<file path="src/rtl/fp_panel_pkg.sv">
// Shared front-panel definitions: frame geometry, FSM states and the field layout of
// the 56-bit LED frame. Keep this layout in step with any panel readback logic.
package fp_panel_pkg;

    localparam int FRAME_BITS = 56;

    // Bit offsets of each 8-bit field within F[55:0]; F[55] leaves the chain first.
    localparam int PC_HI_OFS = 48;
    localparam int PC_LO_OFS = 40;
    localparam int SR_OFS    = 32;
    localparam int ACC_OFS   = 24;
    localparam int X_OFS     = 16;
    localparam int Y_OFS     = 8;
    localparam int SP_OFS    = 0;

    typedef enum logic [2:0] {
        ST_IDLE  = 3'd0,
        ST_SH_LO = 3'd1,
        ST_SH_HI = 3'd2,
        ST_LATCH = 3'd3,
        ST_GAP   = 3'd4
    } state_e;

    function automatic logic [FRAME_BITS-1:0] pack_frame(
        input logic [15:0] pc,
        input logic [7:0]  sr,
        input logic [7:0]  acc,
        input logic [7:0]  x,
        input logic [7:0]  y,
        input logic [7:0]  sp
    );
        logic [FRAME_BITS-1:0] f;
        f = '0;
        f[PC_HI_OFS +: 8] = pc[15:8];
        f[PC_LO_OFS +: 8] = pc[7:0];
        f[SR_OFS    +: 8] = sr;
        f[ACC_OFS   +: 8] = acc;
        f[X_OFS     +: 8] = x;
        f[Y_OFS     +: 8] = y;
        f[SP_OFS    +: 8] = sp;
        return f;
    endfunction

endpackage

</file>
<file path="src/rtl/fp_phase_timer.sv">
// Down-counter for phase timing: start loads len-1, expire is high on the last cycle of the phase.
// Zero latency (len=1 expires on the first cycle); no backpressure, runs freely once started.
module fp_phase_timer #(
    parameter int W = 2
) (
    input  logic         clk,
    input  logic         rst_n,
    input  logic         start,
    input  logic [W-1:0] len,
    output logic         expire
);

    logic [W-1:0] cnt_q;
    logic [W-1:0] cnt_d;

    always_comb begin
        cnt_d = cnt_q;
        if (start) begin
            cnt_d = len - W'(1);
        end else if (cnt_q != '0) begin
            cnt_d = cnt_q - W'(1);
        end
    end

    always_ff @(posedge clk or negedge rst_n) begin
        if (!rst_n) begin
            cnt_q <= '0;
        end else begin
            cnt_q <= cnt_d;
        end
    end

    assign expire = (cnt_q == '0);

endmodule

</file>
<file path="src/rtl/fp_led_shifter.sv">
// Front-panel LED driver: snapshots the CPU register mirror and shifts it MSB first into a 595 chain.
// Frame period 1 + 113*CLK_DIV + GAP_CYCLES clk cycles; no backpressure, inputs are sampled only in IDLE.
module fp_led_shifter
    import fp_panel_pkg::*;
#(
    parameter int CLK_DIV    = 2,
    parameter int GAP_CYCLES = 4
) (
    input  logic        clk,
    input  logic        rst_n,
    input  logic        refresh_en,
    input  logic [7:0]  acc,
    input  logic [7:0]  x,
    input  logic [7:0]  y,
    input  logic [7:0]  sp,
    input  logic [15:0] pc,
    input  logic [7:0]  sr,
    output logic        sclk,
    output logic        sdata,
    output logic        latch,
    output logic        oe_n,
    output logic        frame_done
);

    localparam int MAXLEN = (CLK_DIV > GAP_CYCLES) ? CLK_DIV : GAP_CYCLES;
    localparam int TW     = $clog2(MAXLEN + 1);
    localparam logic [5:0] LAST_BIT = 6'(FRAME_BITS - 1);

    state_e                state_q, state_d;
    logic [FRAME_BITS-1:0] sr56_q, sr56_d;
    logic [5:0]            bitcnt_q, bitcnt_d;
    logic                  sclk_q, sdata_q, latch_q, oe_n_q, frame_done_q;

    logic                  timer_start;
    logic [TW-1:0]         timer_len;
    logic                  phase_end;

    fp_phase_timer #(.W(TW)) u_timer (
        .clk    (clk),
        .rst_n  (rst_n),
        .start  (timer_start),
        .len    (timer_len),
        .expire (phase_end)
    );

    always_comb begin
        state_d  = state_q;
        sr56_d   = sr56_q;
        bitcnt_d = bitcnt_q;
        case (state_q)
            ST_IDLE: begin
                if (refresh_en) begin
                    sr56_d   = pack_frame(pc, sr, acc, x, y, sp);
                    bitcnt_d = '0;
                    state_d  = ST_SH_LO;
                end
            end
            ST_SH_LO: begin
                if (phase_end) state_d = ST_SH_HI;
            end
            ST_SH_HI: begin
                if (phase_end) begin
                    sr56_d   = {sr56_q[FRAME_BITS-2:0], 1'b0};
                    bitcnt_d = bitcnt_q + 6'd1;
                    state_d  = (bitcnt_q == LAST_BIT) ? ST_LATCH : ST_SH_LO;
                end
            end
            ST_LATCH: begin
                if (phase_end) state_d = ST_GAP;
            end
            ST_GAP: begin
                if (phase_end) state_d = ST_IDLE;
            end
            default: state_d = ST_IDLE;
        endcase

        // Every state change except the return to IDLE opens a new timed phase.
        timer_start = (state_d != state_q) && (state_d != ST_IDLE);
        timer_len   = (state_d == ST_GAP) ? TW'(GAP_CYCLES) : TW'(CLK_DIV);
    end

    // Outputs are registered from the next state so they line up exactly with the state.
    always_ff @(posedge clk or negedge rst_n) begin
        if (!rst_n) begin
            state_q      <= ST_IDLE;
            sr56_q       <= '0;
            bitcnt_q     <= '0;
            sclk_q       <= 1'b0;
            sdata_q      <= 1'b0;
            latch_q      <= 1'b0;
            oe_n_q       <= 1'b1;
            frame_done_q <= 1'b0;
        end else begin
            state_q      <= state_d;
            sr56_q       <= sr56_d;
            bitcnt_q     <= bitcnt_d;
            sclk_q       <= (state_d == ST_SH_HI);
            sdata_q      <= ((state_d == ST_SH_LO) || (state_d == ST_SH_HI)) && sr56_d[FRAME_BITS-1];
            latch_q      <= (state_d == ST_LATCH);
            frame_done_q <= (state_d == ST_GAP) && (state_q != ST_GAP);
            if (state_d == ST_GAP) begin
                oe_n_q <= 1'b0;
            end
        end
    end

    assign sclk       = sclk_q;
    assign sdata      = sdata_q;
    assign latch      = latch_q;
    assign oe_n       = oe_n_q;
    assign frame_done = frame_done_q;

endmodule

</file>
<file path="config.mk">
export PLATFORM = sky130hd
export DESIGN_NAME = fp_led_shifter
export DESIGN_NICKNAME = d
export VERILOG_FILES = /design/src/rtl/fp_panel_pkg.sv /design/src/rtl/fp_phase_timer.sv /design/src/rtl/fp_led_shifter.sv
export SDC_FILE = /design/constraint.sdc
export NUM_CORES = 1
export LEC_CHECK = 0
export CORE_ASPECT_RATIO = 1.5
export CORE_MARGIN = 2
export CORE_UTILIZATION = 46
export CTS_BUF_LIST = sky130_fd_sc_hd__clkbuf_16
export DETAILED_ROUTE_END_ITERATION = 10
export GPL_TIMING_DRIVEN = 0
export PLACE_DENSITY_LB_ADDON = 0.2
export SLEW_MARGIN = 0
export SYNTH_ARGS = -nofsm -noshare
export SYNTH_HDL_FRONTEND = slang
export SYNTH_SLANG_ARGS = --single-unit
</file>
<file path="constraint.sdc">
create_clock -name clk -period 1.9 [get_ports clk]
set_clock_uncertainty 0.05 [all_clocks]
set_input_delay 0.38 -clock clk [delete_from_list [all_inputs] [get_ports clk]]
set_output_delay 0.38 -clock clk [all_outputs]
set_load 0.01 [all_outputs]
</file>
## Yosys cells after proc, flatten, opt, wreduce, memory -nomap -nowiden

Index checks and enable logic that the tools add are counted.

- $add $sub $neg: 3
- Muxes and demuxes: 16
- Reduce and logical (&&, ||, !) cells: 11
- Equal/unequal tests: 13

Operators by type and width:

| kind | count |
|---|---|
| 56-bit 2-to-1 mux | 2 |
| 56-bit one-hot mux with 2 select lines | 1 |
| 3-bit 2-to-1 mux | 8 |
| 3-bit one-hot mux with 5 select lines | 1 |
| 3-bit by 2-bit equality test with 1-bit output, second input constant | 4 |
| 6-bit 2-to-1 mux | 2 |
| 6-bit one-hot mux with 2 select lines | 1 |
| 6-bit by 1-bit adder with 6-bit output, second input constant | 1 |
| 3-bit by 1-bit equality test with 1-bit output, second input constant | 2 |
| 3-bit equality test, second input constant | 2 |
| 6-bit equality test, second input constant | 1 |
| 3-bit zero test | 2 |
| 3-bit nonzero test | 2 |
| 3-bit by 1-bit subtractor with 3-bit output, second input constant | 2 |
| 2-bit != test, second input constant | 2 |
| 2-bit nonzero test | 2 |
| 1-bit logical AND | 3 |
| 3-bit != test | 1 |
| 3-bit != test, second input constant | 1 |
| 3-bit AND reduction | 1 |
| 2-bit 2-to-1 mux | 1 |
| 1-bit logical OR | 1 |

- Word-level logic and storage cells: 53
- Input port bits: 59
- Flip-flop bits (word level): 73

## Depth between registers and ports, before layout

- Word-level depth: 8
- Mapped depth: 8

## By module

A second synthesis with hierarchy kept.

- Cells, all modules: 340
- Area total of the unflattened synthesis: 3,350.7 µm²

Modules (own cells, without submodules):

| module | times used | area an instance (µm²) | cells each |
|---|---|---|---|
| fp_led_shifter | 1 | 3,176.8 | 321 |
| fp_phase_timer | 1 | 173.9 | 19 |

## Worst setup path before layout

Ideal clock, no wire load.

- Kind: reg-to-reg
- Start: register state_q[2]
- End: register u_timer.cnt_q[2]
- Stages on the path, launching flop included: 7
- Setup time: 123 ps
- Arrival time: 1,558 ps
- Data required time: 1,727 ps
- Path buffers: 1
- Setup slack: 169 ps
- Cell sequence: dfrtp_1 > nor4b_4 > clkbuf_1 > nand2b_1 > ha_1 > o21a_1 > nor3_1

- Cells in the longest elaborated chain, start to end: 6

RTL lines:

| item | line | text |
|---|---|---|
| from (decl) | fp_led_shifter.sv:29 | `state_e state_q, state_d;` |
| from (signal assigned) | fp_led_shifter.sv:94 | `state_q <= state_d;` |
| 3-bit equality test (tied with other cells) | fp_led_shifter.sv:50 | `case (state_q)` |
| 3-bit one-hot mux with 5 select lines | fp_led_shifter.sv:50 |  |
| 3-bit equality test | fp_led_shifter.sv:79 | `timer_len = (state_d == ST_GAP) ? TW'(GAP_CYCLES) : TW'(CLK_DIV);` |
| 3-bit 2-to-1 mux | fp_led_shifter.sv:79 |  |
| 3-bit by 1-bit subtractor with 3-bit output | fp_phase_timer.sv:19 | `cnt_d = len - W'(1);` |
| 3-bit 2-to-1 mux | fp_phase_timer.sv:18 | `if (start) begin` |
| to (signal assigned) | fp_phase_timer.sv:29 | `cnt_q <= cnt_d;` |
| to (decl) | fp_phase_timer.sv:13 | `logic [W-1:0] cnt_q;` |

Several ways; a longest one is shown, not always the timed one.
A chain may end at the register's enable or synchronous reset.

## Worst setup path after layout

- Start: register state_q[1]
- End: register u_timer.cnt_q[2]

Same word-level chain as after synthesis.

==> run summary <==
power per cell area = 1417 nW/um^2
full die area = 7806 um^2
crit-path cells = buf_4 > xnor2_1 > o32a_1 > nor2_1 > nor2_1 > ha_1 > o21a_1 > nor3_1
syn nets = 394
final hold violation count = 0
Cells after Synth = 333
initial antenna violation count = 0
vias in the first global route = 2763
DRC = 0
library cells used by synthesis = 42
CTS tree = done
Synth async-reset ratio = 100.0%
Slew headroom = 71.09%
Max Fanout on Critical Path = 10
fmax = 544.8 MHz
DP Cell Count = 475
max cap viols = 0
Num CTS Buffers = 9
core area = 6852 um^2
die width = 72.81 um
Reg clk slew, reported paths = 0.06 ns
Num Clock Sinks = 73
Overflow after GRT = 0
DR vias/cell = 5.499
Die Y = 107.2 um
final wirelength = 7371 um
deepest clock path buffer count = 2
GP Congestion = 0.7929
number of synthesized flops with an enable pin = 0
Netlist Area Pre-Place = 3267 um^2
1st-iter DRT viols = 224
DR vias = 2722
Finished Core Util = 64.01%
Worst EP required = 2.09 ns
wire length per cell = 14.89 um
critical path startpoint category = flop
number of cell rows = 37
share of layout cells above drive strength 1 = 12.47%
Placement Cell Area = 4020 um^2
H-tree depth = 3
Gate power share = 29.7%
Non-Filler Instances = 495
Final Critical Period = 1.836 ns
synth warn = 0
Diodes inserted = 0
max-slew violation count = 0
IO buf count = 63
gr usage total = 21.18%
Seq/Total Area, Yosys = 55.96%
FF+latch count, synth = 73
slowest CP cell = dfrtp_2
Hold Path Class = input port to asynchronous set/reset pin
Seq pwr share = 43.6%
design area = 4385 um^2
Root Buffer = clkbuf_16
Setup TNS = 0 ns
Hold WS = 0.3492 ns
P_sw = 2084 uW
Final nets = 473
first-pass GRT wire length = 12720 um
critical path class = flop to flop
status = complete, no violations
Static Leak = 0.002066 uW
Setup violations, final = 0
internal power = 4128 uW
Initial Util = 47.68%
slew at the pin with the worst max-slew slack = 0.4276 ns
Worst path max stage delay = 0.45 ns
largest net degree at the start of global routing = 71
ANT nets after route = 0
Mean Syn Cell Area = 9.810 um^2
num ports = 64
hpwl dp = 5055 um
most common flop cell mapped by yosys = dfrtp_1
CP dominant cell by count = nor2_1
post-route clock period utilization = 96.61%
DRT Pass-1 Iters = 4
Crit. End Element = flop
Max IR drop VDD = 739.2 uV
Clk network pwr share = 26.7%
Worst Path Arrival = 2.03 ns
insertion delay to the later sink of the worst-skew pair = 0.33 ns
Sw Ratio = 33.55%
Area Growth Syn to Fin = 34.24%
==> cell families (layout without fill, tap and decap cells) <==
kind of cell / count (synthesis) / count (layout) / synth area share (%)
AND/OR/NAND/NOR: 158 / 158 / 21.41
flip-flops: 73 / 73 / 55.96
AO/OA/AOI/OAI: 70 / 70 / 15.93
buffers and inverters: 24 / 108 / 4.251
XOR/XNOR: 5 / 5 / 1.340
adder cells (fa/ha/maj): 2 / 2 / 0.7659
multiplexers: 1 / 1 / 0.3447
==> power by group through the flow <==
stage	clock (uW)	combinational, uW	sequential (uW)
global placement	0	1710	2670
CTS	1690	1820	2690
detailed placement	0	1780	2690
floorplan	0	1270	2590
global route	1770	2140	2770
finish	1660	1850	2710
==> per-layer routing <==
layer	track usage [%]	wire (um)
met3	4.041	301
met5	0	0
met1	25.60	3022
met2	36.04	3878
met4	9.392	168
==> Yosys cell counts, types with 2 or more instances <==
library cell / n / area share (%)
nor2_1: 15 / 1.7
and2_1: 2 / 0.38
a22oi_1: 54 / 12
a21oi_1: 4 / 0.61
nand3_1: 4 / 0.61
inv_1: 2 / 0.23
nor2b_1: 2 / 0.38
nand2b_1: 3 / 0.57
nor3_1: 8 / 1.2
buf_2: 3 / 0.46
xnor2_1: 4 / 1.1
buf_6: 6 / 2.1
ha_1: 2 / 0.77
dfrtp_1: 72 / 55
nand2_1: 114 / 13
clkbuf_1: 12 / 1.4
==> stage by stage <==
| stage | power [uW] | setup WS [ns] |
|---|---|---|
| finish | 6212 | 0.06449 |
| global route | 6679 | -0.004301 |
| CTS | 6195 | 0.006195 |
| detailed placement | 4467 | -0.8322 |
| global placement | 4379 | -2.133 |
| floorplan | 3856 | 0.1689 |
==> sequential cells by signal, indices dropped and copies added (netlist names) <==
register       count
bitcnt_q           6
frame_done         1
latch              1
oe_n               1
sclk               1
sdata              1
sr56_q            56
state_q            3
u_timer.cnt_q      3
==> layout by cell type (no fill, tap or decap), types with 4 or more instances in the layout <==
master and count:
buf_6 7, a22oi_1 54, nor3_1 6, clkdlybuf4s50_1 61
nor2_1 15, clkbuf_16 9, nand2_1 114, clkbuf_1 4
dfrtp_1 70, xnor2_1 4, buf_2 6, buf_4 7
a21oi_1 4, nand3_1 4
==> critical path: cells and delay by family, from the launching register on <==
family | cells | cell delay, ns
and+or+nand+nor | 3 | 0.32
adders and majority gates | 1 | 0.22
DFF | 1 | 0.45
AOI/OAI and AO/OA | 2 | 0.39
xor gates and xnor gates | 1 | 0.13
buffers and inverters | 1 | 0.19
==> area by class of cell <==
| class | instances | area, um^2 |
|---|---|---|
| Buffer | 21 | 148.9 |
| Multi-Input combinational cell | 236 | 1310 |
| Fill cell | 583 | 2466 |
| Sequential cell | 73 | 1831 |
| Tap cell | 78 | 97.59 |
| Inverter | 2 | 7.507 |
| Clock buffer | 9 | 225.2 |
| Timing Repair Buffer | 69 | 694.4 |
| Clock inverter | 7 | 71.32 |
==> timing repair <==
item                       4_1_cts  5_1_grt
setup endpoints to repair       60       52
resized for setup               10       19
hold buffers                     1        0
buffers inserted                 3        1
pin swaps                        0        1
hold endpoints to repair         3        0
==> path summary, 6_finish.rpt <==
path	start	cells past startpoint	slack, ns	end
hold reg to reg	oe_n	2	0.40	oe_n
hold / removal	rst_n	2	0.35	u_timer.cnt_q[2]
setup reg to reg	state_q[1]	8	0.06	u_timer.cnt_q[2]
setup / recovery	state_q[1]	8	0.06	u_timer.cnt_q[2]
max in group asynchronous	rst_n	3	0.90	oe_n
min in group clk	oe_n	2	0.40	oe_n
No activity file was read; power rests on OpenSTA's default activity.
